[config.mk]
export PLATFORM = sky130hd
export DESIGN_NAME = mem_arbiter_flat
export DESIGN_NICKNAME = d
export VERILOG_FILES = /design/src/rtl/mem_arb_pkg.sv /design/src/rtl/mem_arbiter_if.sv /design/src/rtl/mem_arb_pick.sv /design/src/rtl/mem_arbiter.sv /design/src/flat_wrapper.sv
export SDC_FILE = /design/constraint.sdc
export NUM_CORES = 1
export LEC_CHECK = 0
export ABC_AREA = 1
export ABC_CLOCK_PERIOD_IN_PS = 7900
export BUFFER_PORTS_ARGS = -buffer_cell sky130_fd_sc_hd__buf_2
export CAP_MARGIN = 40
export CORE_ASPECT_RATIO = 1.5
export CORE_MARGIN = 5
export CORE_UTILIZATION = 50
export DETAILED_ROUTE_END_ITERATION = 8
export PLACE_DENSITY_LB_ADDON = 0.15
export SYNTH_ARGS = -nofsm -noshare
export SYNTH_HDL_FRONTEND = slang
export SYNTH_SLANG_ARGS = --single-unit
[constraint.sdc]
create_clock -name clk -period 7.9 [get_ports clk]
set_clock_uncertainty 0.2 [all_clocks]
set_input_delay 1.58 -clock clk [delete_from_list [all_inputs] [get_ports clk]]
set_output_delay 1.58 -clock clk [all_outputs]
set_load 0.005 [all_outputs]
[src/rtl/mem_arb_pkg.sv]
// Shared encodings for the fetch/data memory arbiter: FSM states, grant codes, default read latency.
package mem_arb_pkg;

  typedef enum logic [2:0] {
    ST_IDLE  = 3'b000,
    ST_ISSUE = 3'b001,
    ST_WAIT  = 3'b010,
    ST_RESP  = 3'b011
  } state_t;

  typedef enum logic [1:0] {
    GNT_NONE = 2'b00,
    GNT_I    = 2'b01,
    GNT_D    = 2'b10
  } grant_t;

  localparam int LAT_DEFAULT = 2;

endpackage

[src/rtl/mem_arbiter_if.sv]
// Requester and single-port memory signals; slave is the arbiter's view, master the environment's.
interface mem_arbiter_if #(
  parameter int AW = 32,
  parameter int DW = 32
);
  logic          i_req;
  logic [AW-1:0] i_addr;
  logic          i_ack;
  logic [DW-1:0] i_rdata;

  logic          d_req;
  logic          d_we;
  logic [AW-1:0] d_addr;
  logic [DW-1:0] d_wdata;
  logic          d_ack;
  logic [DW-1:0] d_rdata;

  logic          mem_en;
  logic          mem_we;
  logic [AW-1:0] mem_addr;
  logic [DW-1:0] mem_wdata;
  logic [DW-1:0] mem_rdata;

  modport slave (
    input  i_req, i_addr, d_req, d_we, d_addr, d_wdata, mem_rdata,
    output i_ack, i_rdata, d_ack, d_rdata, mem_en, mem_we, mem_addr, mem_wdata
  );

  modport master (
    output i_req, i_addr, d_req, d_we, d_addr, d_wdata, mem_rdata,
    input  i_ack, i_rdata, d_ack, d_rdata, mem_en, mem_we, mem_addr, mem_wdata
  );

endinterface

[src/rtl/mem_arb_pick.sv]
// Combinational winner selection; with MEM_ARB_RR_EN a tie goes to whoever was not served last,
// otherwise data always wins a tie.
module mem_arb_pick
  import mem_arb_pkg::*;
(
  input  logic   i_req,
  input  logic   d_req,
`ifdef MEM_ARB_RR_EN
  input  logic   last_d,
`endif
  output grant_t pick
);

  always_comb begin
    pick = GNT_NONE;
    if (i_req && d_req) begin
`ifdef MEM_ARB_RR_EN
      pick = last_d ? GNT_I : GNT_D;
`else
      pick = GNT_D;
`endif
    end else if (d_req) begin
      pick = GNT_D;
    end else if (i_req) begin
      pick = GNT_I;
    end
  end

endmodule

[src/rtl/mem_arbiter.sv]
// Two-requester arbiter for a single-port memory: ack LAT+2 cycles after grant, one transaction per LAT+3.
// Requesters hold until ack; MEM_ARB_RR_EN selects round-robin tie-break instead of data priority.
module mem_arbiter
  import mem_arb_pkg::*;
#(
  parameter int AW  = 32,
  parameter int DW  = 32,
  parameter int LAT = LAT_DEFAULT
) (
  input  logic          clk,
  input  logic          Reset,
  mem_arbiter_if.slave  bus,
  output logic          busy,
  output logic [1:0]    grant_out,
  output logic [2:0]    state_out
);

  localparam logic [3:0] CNT_LOAD = 4'(LAT - 1);

  state_t        state;
  grant_t        grant;
  grant_t        pick;
  logic [3:0]    cnt;
  logic [AW-1:0] lat_addr;
  logic          lat_we;
  logic [DW-1:0] lat_wdata;
  logic          mem_en_q;
  logic          mem_we_q;
  logic          i_ack_q;
  logic          d_ack_q;
  logic [DW-1:0] i_rdata_q;
  logic [DW-1:0] d_rdata_q;

`ifdef MEM_ARB_RR_EN
  logic last_d;

  mem_arb_pick u_pick (
    .i_req  (bus.i_req),
    .d_req  (bus.d_req),
    .last_d (last_d),
    .pick   (pick)
  );

  // Last-served starts as fetch so the first tie is handed to data.
  always_ff @(posedge clk or posedge Reset) begin
    if (Reset) begin
      last_d <= 1'b0;
    end else if (state == ST_IDLE && pick != GNT_NONE) begin
      last_d <= (pick == GNT_D);
    end
  end
`else
  mem_arb_pick u_pick (
    .i_req (bus.i_req),
    .d_req (bus.d_req),
    .pick  (pick)
  );
`endif

  always_ff @(posedge clk or posedge Reset) begin
    if (Reset) begin
      state     <= ST_IDLE;
      grant     <= GNT_NONE;
      cnt       <= 4'd0;
      lat_addr  <= '0;
      lat_we    <= 1'b0;
      lat_wdata <= '0;
      mem_en_q  <= 1'b0;
      mem_we_q  <= 1'b0;
      i_ack_q   <= 1'b0;
      d_ack_q   <= 1'b0;
      i_rdata_q <= '0;
      d_rdata_q <= '0;
    end else begin
      mem_en_q <= 1'b0;
      mem_we_q <= 1'b0;
      i_ack_q  <= 1'b0;
      d_ack_q  <= 1'b0;
      case (state)
        ST_IDLE: begin
          if (pick != GNT_NONE) begin
            grant    <= pick;
            state    <= ST_ISSUE;
            mem_en_q <= 1'b1;
            if (pick == GNT_D) begin
              lat_addr  <= bus.d_addr;
              lat_we    <= bus.d_we;
              lat_wdata <= bus.d_wdata;
              mem_we_q  <= bus.d_we;
            end else begin
              lat_addr <= bus.i_addr;
              lat_we   <= 1'b0;
            end
          end
        end
        ST_ISSUE: begin
          cnt   <= CNT_LOAD;
          state <= ST_WAIT;
        end
        ST_WAIT: begin
          if (cnt == 4'd0) begin
            state <= ST_RESP;
            // Read data is only valid on the final wait cycle; writes leave rdata untouched.
            if (!lat_we) begin
              if (grant == GNT_D) d_rdata_q <= bus.mem_rdata;
              else                i_rdata_q <= bus.mem_rdata;
            end
            if (grant == GNT_D) d_ack_q <= 1'b1;
            else                i_ack_q <= 1'b1;
          end else begin
            cnt <= cnt - 4'd1;
          end
        end
        ST_RESP: begin
          grant <= GNT_NONE;
          state <= ST_IDLE;
        end
        default: begin
          grant <= GNT_NONE;
          state <= ST_IDLE;
        end
      endcase
    end
  end

  assign bus.mem_en    = mem_en_q;
  assign bus.mem_we    = mem_we_q;
  assign bus.mem_addr  = lat_addr;
  assign bus.mem_wdata = lat_wdata;
  assign bus.i_ack     = i_ack_q;
  assign bus.d_ack     = d_ack_q;
  assign bus.i_rdata   = i_rdata_q;
  assign bus.d_rdata   = d_rdata_q;

  assign busy      = (state != ST_IDLE);
  assign grant_out = grant;
  assign state_out = state;

endmodule

[src/flat_wrapper.sv]
// flat-port wrapper written by rule: the top's interface ports become plain ports
module mem_arbiter_flat import mem_arb_pkg::*;
#(
  parameter int AW  = 32,
  parameter int DW  = 32,
  parameter int LAT = LAT_DEFAULT
)
  (clk, Reset, busy, grant_out, state_out, bus_i_req, bus_i_addr, bus_d_req, bus_d_we, bus_d_addr, bus_d_wdata, bus_mem_rdata, bus_i_ack, bus_i_rdata, bus_d_ack, bus_d_rdata, bus_mem_en, bus_mem_we, bus_mem_addr, bus_mem_wdata);
  mem_arbiter_if #(.AW(AW), .DW(DW)) bus_i ();
  input  logic clk;
  input  logic Reset;
  output logic busy;
  output logic [1:0] grant_out;
  output logic [2:0] state_out;
  input wire logic [$bits(bus_i.i_req)-1:0] bus_i_req;
  input wire logic [$bits(bus_i.i_addr)-1:0] bus_i_addr;
  input wire logic [$bits(bus_i.d_req)-1:0] bus_d_req;
  input wire logic [$bits(bus_i.d_we)-1:0] bus_d_we;
  input wire logic [$bits(bus_i.d_addr)-1:0] bus_d_addr;
  input wire logic [$bits(bus_i.d_wdata)-1:0] bus_d_wdata;
  input wire logic [$bits(bus_i.mem_rdata)-1:0] bus_mem_rdata;
  output wire logic [$bits(bus_i.i_ack)-1:0] bus_i_ack;
  output wire logic [$bits(bus_i.i_rdata)-1:0] bus_i_rdata;
  output wire logic [$bits(bus_i.d_ack)-1:0] bus_d_ack;
  output wire logic [$bits(bus_i.d_rdata)-1:0] bus_d_rdata;
  output wire logic [$bits(bus_i.mem_en)-1:0] bus_mem_en;
  output wire logic [$bits(bus_i.mem_we)-1:0] bus_mem_we;
  output wire logic [$bits(bus_i.mem_addr)-1:0] bus_mem_addr;
  output wire logic [$bits(bus_i.mem_wdata)-1:0] bus_mem_wdata;
  assign bus_i.i_req = bus_i_req;
  assign bus_i.i_addr = bus_i_addr;
  assign bus_i.d_req = bus_d_req;
  assign bus_i.d_we = bus_d_we;
  assign bus_i.d_addr = bus_d_addr;
  assign bus_i.d_wdata = bus_d_wdata;
  assign bus_i.mem_rdata = bus_mem_rdata;
  assign bus_i_ack = bus_i.i_ack;
  assign bus_i_rdata = bus_i.i_rdata;
  assign bus_d_ack = bus_i.d_ack;
  assign bus_d_rdata = bus_i.d_rdata;
  assign bus_mem_en = bus_i.mem_en;
  assign bus_mem_we = bus_i.mem_we;
  assign bus_mem_addr = bus_i.mem_addr;
  assign bus_mem_wdata = bus_i.mem_wdata;
  mem_arbiter #(.AW(AW), .DW(DW), .LAT(LAT)) u_core (.clk(clk), .Reset(Reset), .bus(bus_i), .busy(busy), .grant_out(grant_out), .state_out(state_out));
endmodule
==> summary.md <==
| Metric | Value |
|---|---|
| DP HPWL | 12.08 mm |
| CTS Root Buffer Type | clkbuf_16 |
| Inserted Diodes | 0 |
| Netlist Area Pre-Place | 5843 µm² |
| Syn-to-layout area delta | 33.38% |
| Min Tclk post-route | 3249 ps |
| Cell Chain, Critical Path | buf_2, nand2_4, nand2_2, buf_12, nor2_1, a31oi_1 |
| Post-synth top area cell | dfrtp_1 |
| FMAX | 307.8 MHz |
| CTS tree | yes |
| Multi-input gate area | 2028 µm² |
| Clock group share of total power | 23.2% |
| Worst Path Required | 8010 ps |
| MaxCap Viol Count | 0 |
| Fin crit share | 41.13% |
| Sequential cell area | 3528 µm² |
| Synth warnings | 0 |
| Post-route cell area | 7794 µm² |
| Power per cell area | 401.5 nW/µm² |
| GP Congestion | 0.8724 |
| Worst path bufs/invs | 2 |
| Grt ovf | 0 |
| Nature of the critical path endpoint | flop |
| Slew headroom | 47.44% |
| Critical path class | in2reg |
| Final ANT Viol Nets | 0 |
| Unrepaired setup endpoints after global routing | no |
| Clk Latency, worst-skew pair | 400 ps |
| Pre-antenna DRT Iters | 7 |
| Post-cts hold buffer count | 0 |
| Post-synthesis cell count | 597 |
| WL final | 16.18 mm |
| Slowest CP cell | buf_2 |
| I/O pins | 271 |
| Max clock buf depth | 2 |
| Placed inst area | 7252 µm² |
| Crit-path max cell delay | 500 ps |
| Status | finished, final reports clean |
| Vias per cell | 5.128 |
| LEAKAGE | 3.975 nW |
| Largest net degree at the start of global routing | 61 |
| Slew @ Worst Pin | 786.5 ps |
| Chip Height | 142.4 µm |
| Synth top area cells | dfrtp_1 (60%), nand2_1 (13%), mux2_2 (6.2%) |
| CTS H-tree lvls | 4 |
| CTS Buf Count | 17 |
| Synthesized net count | 734 |
| Count of distinct cell types in the synthesized netlist | 27 |
| Share of Yosys cell area claimed by the top area cell type | 60.39% |
| Comb power frac | 36.1% |
| Mean Syn Cell Area | 9.787 µm² |
| Fillers | 934 |
| Die area | 13990 µm² |
| Net Sw Power | 1.093 mW |
| Switching portion of total power | 34.92% |
| Max VDD drop | 0.2377 mV |
| Count of nets after finishing | 992 |
| PortBufs | 269 |
| Post-CTS Setup Bufs | 0 |
| Final hold viol count | 0 |
| Crit Path Max Fanout | 57 |
| Tot GR Track Use | 23.31% |
| PostCTS Resize Cnt | 0 |
| Initial core utilization | 50.94% |
| TNS Setup | 0 ps |
| Seq cells post-synth | 141 |
| First DRT Iteration DRCs | 219 |
| Share of cells above drive strength 1 | 40.25% |
| First-pass GRT wire length | 26.16 mm |
| Arrival @ worst endpoint | 3360 ps |
| Clock Sinks | 141 |
| Sequential fraction of the synthesis area | 60.39% |
| Die Wd | 98.27 µm |
| Via count of the first global-routing pass | 5272 |
| Num rows | 48 |
| Residual DRC count | 0 |
| P_int | 2.036 mW |
| Hold slack final | 265.6 ps |
| Detailed-route wire length per cell | 15.91 µm |
| Vias | 5215 |
| Final Setup Violations | 0 |
| Worst setup SP type | primary input |
| Worst Hold Class | reg2reg |
| Antenna violations before repair | 1 |
| Largest delay share family, worst path | simple AND/OR/NAND/NOR gates |
| Core box area | 11470 µm² |
| Seq pwr share | 40.7% |
| Clock-pin slew on the worst setup and hold paths | 60 ps |
| Max Slew Vio Count | 0 |
-- power groups by stage --
| stage | combinational [mW] | clock, mW | sequential (mW) |
|---|---|---|---|
| 2_1_floorplan | 0.581 | 0 | 1.29 |
| 3_3_place_gp | 1.09 | 0 | 1.27 |
| 3_5_place_dp | 1.15 | 0 | 1.28 |
| 4_1_cts | 1.15 | 0.741 | 1.28 |
| 5_1_grt | 1.27 | 0.773 | 1.32 |
| 6_report | 1.13 | 0.725 | 1.27 |
-- layout by cell type (no fill, tap or decap) --
cell and instances:
xor2_1 1, nand3_1 35, inv_6 1, o31ai_1 1, clkinv_4 3, o21ai_0 38, buf_16 1, clkbuf_1 1
a31oi_1 32, o21bai_1 1, mux2_2 32, buf_4 3, inv_1 12, ha_1 4, buf_8 2, clkinvlp_4 1
buf_12 1, nand2_4 1, nand3_2 1, nand4_4 1, clkbuf_16 17, nand2_1 209, nor2_1 40, o22ai_1 1
clkbuf_8 1, nand2_2 2, a21oi_1 1, bufinv_16 1, inv_2 2, dfrtp_1 141, conb_1 1, buf_2 269
nor2_2 2, nor2_4 1, clkinv_2 7
-- per-layer routing --
layer / GRT usage [%] / share of wire, % / vias up
met1: 27.77 / 37 / 2473
met5: 0 / 0.043 / -
li1: - / - / 2469
met4: 8.993 / 2.6 / 2
met2: 40.06 / 52 / 240
met3: 6.719 / 8.0 / 31
-- area by class of cell --
type | instances | share of cell area (%)
timing repair buffer | 276 | 18.56
inverter | 15 | 0.7866
tap | 150 | 2.408
clock inverter | 12 | 1.268
clock buffer | 19 | 5.683
multi-input combinational | 404 | 26.02
sequential | 141 | 45.27
-- worst register-to-register path, stage by stage, from the launching register on --
cell	delay (ps)
dfrtp_1	380
inv_1	110
ha_1	280
nand3_2	160
nor2_4	630
nand2_2	620
nand2_1	220
nand2_1	70
-- registers in the layout, indices dropped and copies added (netlist names) --
register	cells
u_core.bus.d_ack	1
u_core.bus.d_rdata	32
u_core.bus.i_ack	1
u_core.bus.i_rdata	32
u_core.bus.mem_addr	32
u_core.bus.mem_en	1
u_core.bus.mem_wdata	32
u_core.bus.mem_we	1
u_core.cnt	4
u_core.grant_out	2
u_core.lat_we	1
u_core.state_out	2
-- kinds of logic (layout without fill, tap and decap cells) --
logic type,Yosys count,after routing,share of synthesized area (%)
AND/OR/NAND/NOR,292,292,20.34
flip-flops,141,141,60.39
AO/OA/AOI/OAI,74,74,7.131
buffers and inverters,52,322,4.904
multiplexers,32,32,6.167
adder cells (fa/ha/maj),4,4,0.8566
other,1,1,0.06418
XOR/XNOR,1,1,0.1499
-- cells in the mapped netlist --
master	number
ha_1	4
buf_4	8
nor2_2	2
o21ai_0	38
inv_1	13
nand4_4	1
clkbuf_2	3
a31oi_1	32
xor2_1	1
clkbuf_1	5
buf_2	16
nand3_2	1
nor2_4	1
nor2_1	40
nand3_1	35
nand2_4	1
conb_1	1
inv_2	2
o31ai_1	1
a21oi_1	1
nand2_2	2
buf_6	5
nand2_1	209
mux2_2	32
dfrtp_1	141
o22ai_1	1
o21bai_1	1
-- final timing paths --
| path | start | end | slack [ps] | cells past startpoint |
|---|---|---|---|---|
| max | bus_d_req | u_core.bus.mem_addr[1] | 4650 | 6 |
| min | u_core.bus.d_rdata[9] | u_core.bus.d_rdata[9] | 270 | 2 |
| max reg2reg | u_core.cnt[0] | u_core.bus.d_rdata[26] | 5110 | 7 |
| min reg2reg | u_core.bus.d_rdata[9] | u_core.bus.d_rdata[9] | 270 | 2 |
| max in group asynchronous | Reset | u_core.bus.i_rdata[4] | 5340 | 4 |
| min in group asynchronous | Reset | u_core.bus.d_rdata[28] | 1030 | 2 |
-- stage by stage --
step | setup WS (ps) | std cells | power, mW | util, %
2_1_floorplan | 2339 | 597 | 1.874 | -
6_report | 4651 | 1017 | 3.129 | 67.94
5_1_grt | 4494 | 1017 | 3.362 | 67.94
4_1_cts | 4656 | 1017 | 3.168 | 67.94
3_5_place_dp | 4227 | 986 | 2.433 | 63.22
3_3_place_gp | 3945 | 982 | 2.361 | 62.54
No activity file was read; power rests on OpenSTA's default activity.
